$ cat src/rtl/imem_arbiter_pkg.sv
// Shared definitions for the instruction-memory arbiter: FSM encoding,
// requester identifiers and the latency-timer width.
package imem_arbiter_pkg;

    typedef enum logic [2:0] {
        IDLE,
        ISSUE_CORE,
        ISSUE_LD,
        WAIT,
        DONE
    } state_t;

    typedef logic req_id_t;
    localparam req_id_t CORE = 1'b0;
    localparam req_id_t LD   = 1'b1;

    // Wide enough for MEM_LAT-1 with MEM_LAT up to 4
    localparam int LAT_W = 3;

endpackage

$ cat src/rtl/imem_arbiter_lat_timer.sv
// Loadable down-counter that paces the WAIT state through the imem read latency.
module imem_lat_timer
    import imem_arbiter_pkg::*;
(
    input  logic             clk,
    input  logic             reset_,
    input  logic             load,
    input  logic             en,
    input  logic [LAT_W-1:0] load_val,
    output logic             done
);

    logic [LAT_W-1:0] lat_cnt;

    always_ff @(posedge clk or negedge reset_) begin
        if (!reset_) begin
            lat_cnt <= '0;
        end else if (load) begin
            lat_cnt <= load_val;
        end else if (en && (lat_cnt != '0)) begin
            lat_cnt <= lat_cnt - 1'b1;
        end
    end

    assign done = (lat_cnt == '0);

endmodule

$ cat src/rtl/imem_arbiter.sv
// Shares the single-port instruction memory between core fetch and the program
// loader; one access in flight, result returned with a single-cycle pulse.
module imem_arbiter
    import imem_arbiter_pkg::*;
#(
    parameter int MEM_LAT  = 1,
    parameter int MAX_WAIT = 8,
    parameter int AW       = 12
) (
    input  logic          clk,
    input  logic          reset_,
    input  logic          core_req,
    input  logic [AW-1:0] core_addr,
    output logic          core_rvalid,
    output logic [7:0]    core_rdata,
    input  logic          ld_req,
    input  logic          ld_we,
    input  logic [AW-1:0] ld_addr,
    input  logic [7:0]    ld_wdata,
    output logic          ld_ack,
    output logic [7:0]    ld_rdata,
    output logic          mem_en,
    output logic          mem_we,
    output logic [AW-1:0] mem_addr,
    output logic [7:0]    mem_wdata,
    input  logic [7:0]    mem_rdata,
    output logic          core_stalled
);

    localparam int               WC_W     = $clog2(MAX_WAIT + 1);
    localparam logic [WC_W-1:0]  WAIT_MAX = WC_W'(MAX_WAIT);
    localparam logic [LAT_W-1:0] LAT_LOAD = LAT_W'(MEM_LAT - 1);

    state_t          state;
    state_t          state_nxt;
    req_id_t         gnt_id;
    logic            we_q;
    logic [AW-1:0]   addr_q;
    logic [7:0]      wdata_q;
    logic [WC_W-1:0] wait_cnt;
    logic            core_win;
    logic            ld_win;
    logic            issue;
    logic            lat_done;

    // Loader has priority until the core has been passed over MAX_WAIT times
    always_comb begin
        core_win = 1'b0;
        ld_win   = 1'b0;
        if (state == IDLE) begin
            if (core_req && (wait_cnt == WAIT_MAX)) begin
                core_win = 1'b1;
            end else if (ld_req) begin
                ld_win = 1'b1;
            end else if (core_req) begin
                core_win = 1'b1;
            end
        end
    end

    always_ff @(posedge clk or negedge reset_) begin
        if (!reset_) begin
            state <= IDLE;
        end else begin
            state <= state_nxt;
        end
    end

    always_comb begin
        state_nxt    = state;
        issue        = 1'b0;
        mem_en       = 1'b0;
        mem_we       = 1'b0;
        mem_addr     = '0;
        mem_wdata    = '0;
        core_rvalid  = 1'b0;
        ld_ack       = 1'b0;
        core_stalled = core_req && !core_win && !((state != IDLE) && (gnt_id == CORE));
        unique case (state)
            IDLE: begin
                if (core_win) begin
                    state_nxt = ISSUE_CORE;
                end else if (ld_win) begin
                    state_nxt = ISSUE_LD;
                end
            end
            ISSUE_CORE, ISSUE_LD: begin
                state_nxt = WAIT;
                issue     = 1'b1;
                mem_en    = 1'b1;
                mem_we    = we_q;
                mem_addr  = addr_q;
                mem_wdata = wdata_q;
            end
            WAIT: begin
                if (lat_done) begin
                    state_nxt = DONE;
                end
            end
            DONE: begin
                state_nxt   = IDLE;
                core_rvalid = (gnt_id == CORE);
                ld_ack      = (gnt_id == LD);
            end
            default: state_nxt = IDLE;
        endcase
    end

    imem_lat_timer u_lat_timer (
        .clk      (clk),
        .reset_   (reset_),
        .load     (issue),
        .en       (state == WAIT),
        .load_val (LAT_LOAD),
        .done     (lat_done)
    );

    // Request fields are latched only at grant; later input changes are ignored
    always_ff @(posedge clk or negedge reset_) begin
        if (!reset_) begin
            gnt_id     <= CORE;
            we_q       <= 1'b0;
            addr_q     <= '0;
            wdata_q    <= '0;
            wait_cnt   <= '0;
            core_rdata <= '0;
            ld_rdata   <= '0;
        end else begin
            if (core_win) begin
                gnt_id  <= CORE;
                we_q    <= 1'b0;
                addr_q  <= core_addr;
                wdata_q <= '0;
            end else if (ld_win) begin
                gnt_id  <= LD;
                we_q    <= ld_we;
                addr_q  <= ld_addr;
                wdata_q <= ld_wdata;
            end

            if (!core_req || core_win) begin
                wait_cnt <= '0;
            end else if (ld_win && (wait_cnt != WAIT_MAX)) begin
                wait_cnt <= wait_cnt + 1'b1;
            end

            // Read data is on mem_rdata during the last WAIT cycle
            if ((state == WAIT) && lat_done) begin
                if (gnt_id == CORE) begin
                    core_rdata <= mem_rdata;
                end else if (!we_q) begin
                    ld_rdata <= mem_rdata;
                end
            end
        end
    end

endmodule
$ cat config.mk
export PLATFORM = sky130hd
export DESIGN_NAME = imem_arbiter
export DESIGN_NICKNAME = d
export VERILOG_FILES = /design/src/rtl/imem_arbiter_pkg.sv /design/src/rtl/imem_arbiter_lat_timer.sv /design/src/rtl/imem_arbiter.sv
export SDC_FILE = /design/constraint.sdc
export NUM_CORES = 1
export LEC_CHECK = 0
export CAP_MARGIN = 40
export CORE_MARGIN = 2
export CORE_UTILIZATION = 42
export DETAILED_ROUTE_END_ITERATION = 8
export GPL_TIMING_DRIVEN = 0
export HOLD_SLACK_MARGIN = 0.03
export PLACE_DENSITY = 0.81
export RECOVER_POWER = 25
export SLEW_MARGIN = 0
export SYNTH_ARGS = -nofsm -noshare
export SYNTH_HDL_FRONTEND = slang
export SYNTH_SLANG_ARGS = --single-unit
export TNS_END_PERCENT = 5
$ cat constraint.sdc
create_clock -name clk -period 3.1 [get_ports clk]
set_input_delay 0.62 -clock clk [delete_from_list [all_inputs] [get_ports clk]]
set_output_delay 0.62 -clock clk [all_outputs]
set_load 0.02 [all_outputs]
==> metrics <==
status finished with violations; failing checks max-capacitance violations; register area share after synthesis between 50% and 60%; CTS resizes 3; Critical Path Fanout Max 10; TritonCTS clock tree done; Cells after Synth between 200 and 250; drt via density between 5 and 6; Clock Pin Slew Worst Setup and Hold Paths around 0.080 ns; worst-skew pair later-pin latency roughly 0.30 ns; Hold Fails Final Rpt 0; CP delay by family, top buffers and inverters; slowest CP cell dlygate4sd2_1; GRT met2 Usage about a third; CP cell instances buf_6 -> nor3_1 -> buf_2 -> buf_2 -> nor2_1 -> a211oi_1 -> dlygate4sd2_1; CP startpoint kind flip-flop; area of the die 6310 sq um; IO Port Bufs 85; Routed WL roughly 6 mm; grt met3 use under 10%; FF/Latch Area approximately 1200 sq um; Final Max Tran Viols 0; dpl cell area roughly 3300 sq um; initial antenna violation count 0; antenna diode count 0; grt met1 use between 20% and 30%; total number of vias 2,010; worst setup margin 0.134 ns; Avg Cell Area, Syn between 10 and 15 sq um; cell count after placement 372; Layout Nets between 300 and 400; fraction of layout cells with a size suffix above 1 15.3%; R2R Setup Slk roughly 0.87 ns; Die Wd about 79 um; VDD IR-drop max about 0.56 mV; syn nets between 200 and 300; total grt overflow 0; GP Congestion between 0.8 and 0.9; Layout area overhead 42.7%; Layout Cells excl Fill ~380; slew at the pin closest to its max-slew limit 1.50 ns; Worst Skew between 0.005 and 0.006 ns; CTS root buf clkbuf_8; Remaining DRCs 0; Core Region 5510 sq um; grt peak-use layer met2; crit end category output pin; cell mode on critical path buf_2; PwrDens between 1000 and 1500 nW/um^2; CP bufs+invs 4; number of max-cap violations 1; WL per Instance between 15 and 20 um; post-synthesis cell area approximately 2400 sq um; chip height 79.4 um; Worst slew margin less than 1%; clock buffer depth 2; drt pass-1 iters 4; Final period util 95.7%; Synth cell types 36; FP Rows 27; total track usage approximately 20%; post-CTS setup repair buffer count 0; hpwl dp 4.47 mm; Setup WS pre-CTS -0.416 ns; drt first-iter violations around 190; synth warn 0; Pwr Total around 3.5 mW; #FFs+latches synth 48; RSZ-0062 raised after global routing false; clock sink count 48; area of the multi-input gates between 1000 and 1500 sq um; Critical Path RT between 2 and 2.5 ns; first-pass GRT wire length slightly below 10 mm; Period minus WS final a little under 3 ns; TritonCTS Buffers 5; post-route ant nets 0; Fillers around 460; Crit Path Category flip-flop to output pin; Crit path largest cell delay between 0.3 and 0.4 ns; critical path arrival 2.35 ns; Finished Cell Area roughly 3400 sq um; P_leak between 1 and 1.5 nW; CTS H-tree lvls 2; CTS Hold Bufs 0; # IOs between 80 and 90; starting density of the core between 40% and 50%; # setup viols final 0; vias in the first global route approximately 2,000; HP Class input pin to async pin; Max Freq ~0.34 GHz; pin count of the biggest net entering global routing 29
==> routing by layer <==
metal	share of wire, %	wire length [um]
met1	43	2570
met2	51	3000
met3	4.4	263
met4	1.6	97
met5	0	0
==> cell usage in the layout (no fill, tap or decap), drive strengths merged, types with 2 or more instances in the layout <==
cell,instances
clkbuf,15
nand4b,14
and2,20
mux2,16
buf,8
nand4,3
nor2,5
nor3,6
ha,4
o21ai,10
a22o,9
nand2,8
a21oi,8
and3,2
inv,9
o221a,11
dfrtp,48
clkdlybuf4s50,83
nand2b,11
==> state kept, by name, summed over array words and instances, names as in the netlist <==
| signal | flops |
|---|---|
| addr_q | 12 |
| core_rdata | 8 |
| ld_rdata | 8 |
| wdata_q | 8 |
| wait_cnt | 4 |
| state | 3 |
| u_lat_timer.lat_cnt | 3 |
| gnt_id | 1 |
| we_q | 1 |
==> final cells by class <==
class                      count  share of cell area [%]
clock inverter                 2                   0.367
tap                           72                    2.64
clock buffer                   5                    2.02
sequential                    48                    35.2
multi-input combinational    141                    31.4
buffer                        16                    2.53
inverter                       9                   0.990
timing repair buffer          86                    24.8
==> cells in the mapped netlist <==
library cell	n	area (sq um)
dfrtp_1	48	1200
and2_1	20	125
mux2_2	16	180
nand4b_1	14	123
nand2b_1	11	68.8
o221a_2	11	124
a22o_1	9	78.8
inv_1	9	33.8
o21ai_0	9	45.0
a21oi_1	8	40.0
clkbuf_1	8	30.0
nand2_1	8	30.0
nor3_1	6	30.0
nor2_1	5	18.8
buf_2	4	20.0
ha_1	4	50.1
nand4_1	3	18.8
and3_1	2	12.5
buf_6	2	22.5
a211oi_1	1	7.51
a311o_2	1	11.3
a31o_2	1	8.76
a31oi_1	1	6.26
and3b_1	1	8.76
buf_1	1	3.75
buf_4	1	7.51
nand3_1	1	5.00
nand3b_1	1	7.51
nor3b_2	1	12.5
nor4b_1	1	8.76
o2111ai_1	1	8.76
o21ai_1	1	5.00
o221ai_1	1	8.76
or3_4	1	11.3
or4_1	1	7.51
xnor2_1	1	8.76
==> worst paths after layout <==
check,startpoint,to,cells after the start
min in group clk,wdata_q[0]$_DFFE_PN0P_,wdata_q[0]$_DFFE_PN0P_,1
worst min-delay path,reset_,wait_cnt[0]$_DFFE_PN0P_,1
worst max-delay path,state[0]$_DFFE_PN0P_,core_stalled,7
worst min register to register,wdata_q[0]$_DFFE_PN0P_,wdata_q[0]$_DFFE_PN0P_,1
worst max register to register,u_lat_timer.lat_cnt[0]$_DFFE_PN0P_,ld_rdata[7]$_DFFE_PN0P_,7
max in group asynchronous,reset_,state[0]$_DFFE_PN0P_,2
==> kinds of logic (layout without fill, tap and decap cells) <==
| family | count (synthesis) | after routing | share of synthesized area (%) |
|---|---|---|---|
| compound gates | 44 | 44 | 14.4 |
| xor+xnor | 1 | 1 | 0.367 |
| fa+ha+maj | 4 | 4 | 2.09 |
| buf+inv | 25 | 118 | 4.92 |
| flops | 48 | 48 | 50.3 |
| mux | 16 | 16 | 7.54 |
| simple gates | 76 | 76 | 20.4 |
==> metrics by stage <==
step                      util, %  setup TNS [ns]  hold slack (ns)
after CTS                    62.3               0            0.279
after global routing         61.9               0            0.525
after global placement       60.5          -0.376            0.481
after detailed placement     60.8          -0.416            0.483
after floorplan                 -               0            0.324
final                        61.9               0            0.493
==> power by group <==
part           total (mW)  internal [mW]  switching [mW]
Clock               0.361          0.153           0.207
Combinational        2.09           1.07            1.02
Sequential           1.04          0.891           0.150
(Power assumes the default switching activity.)
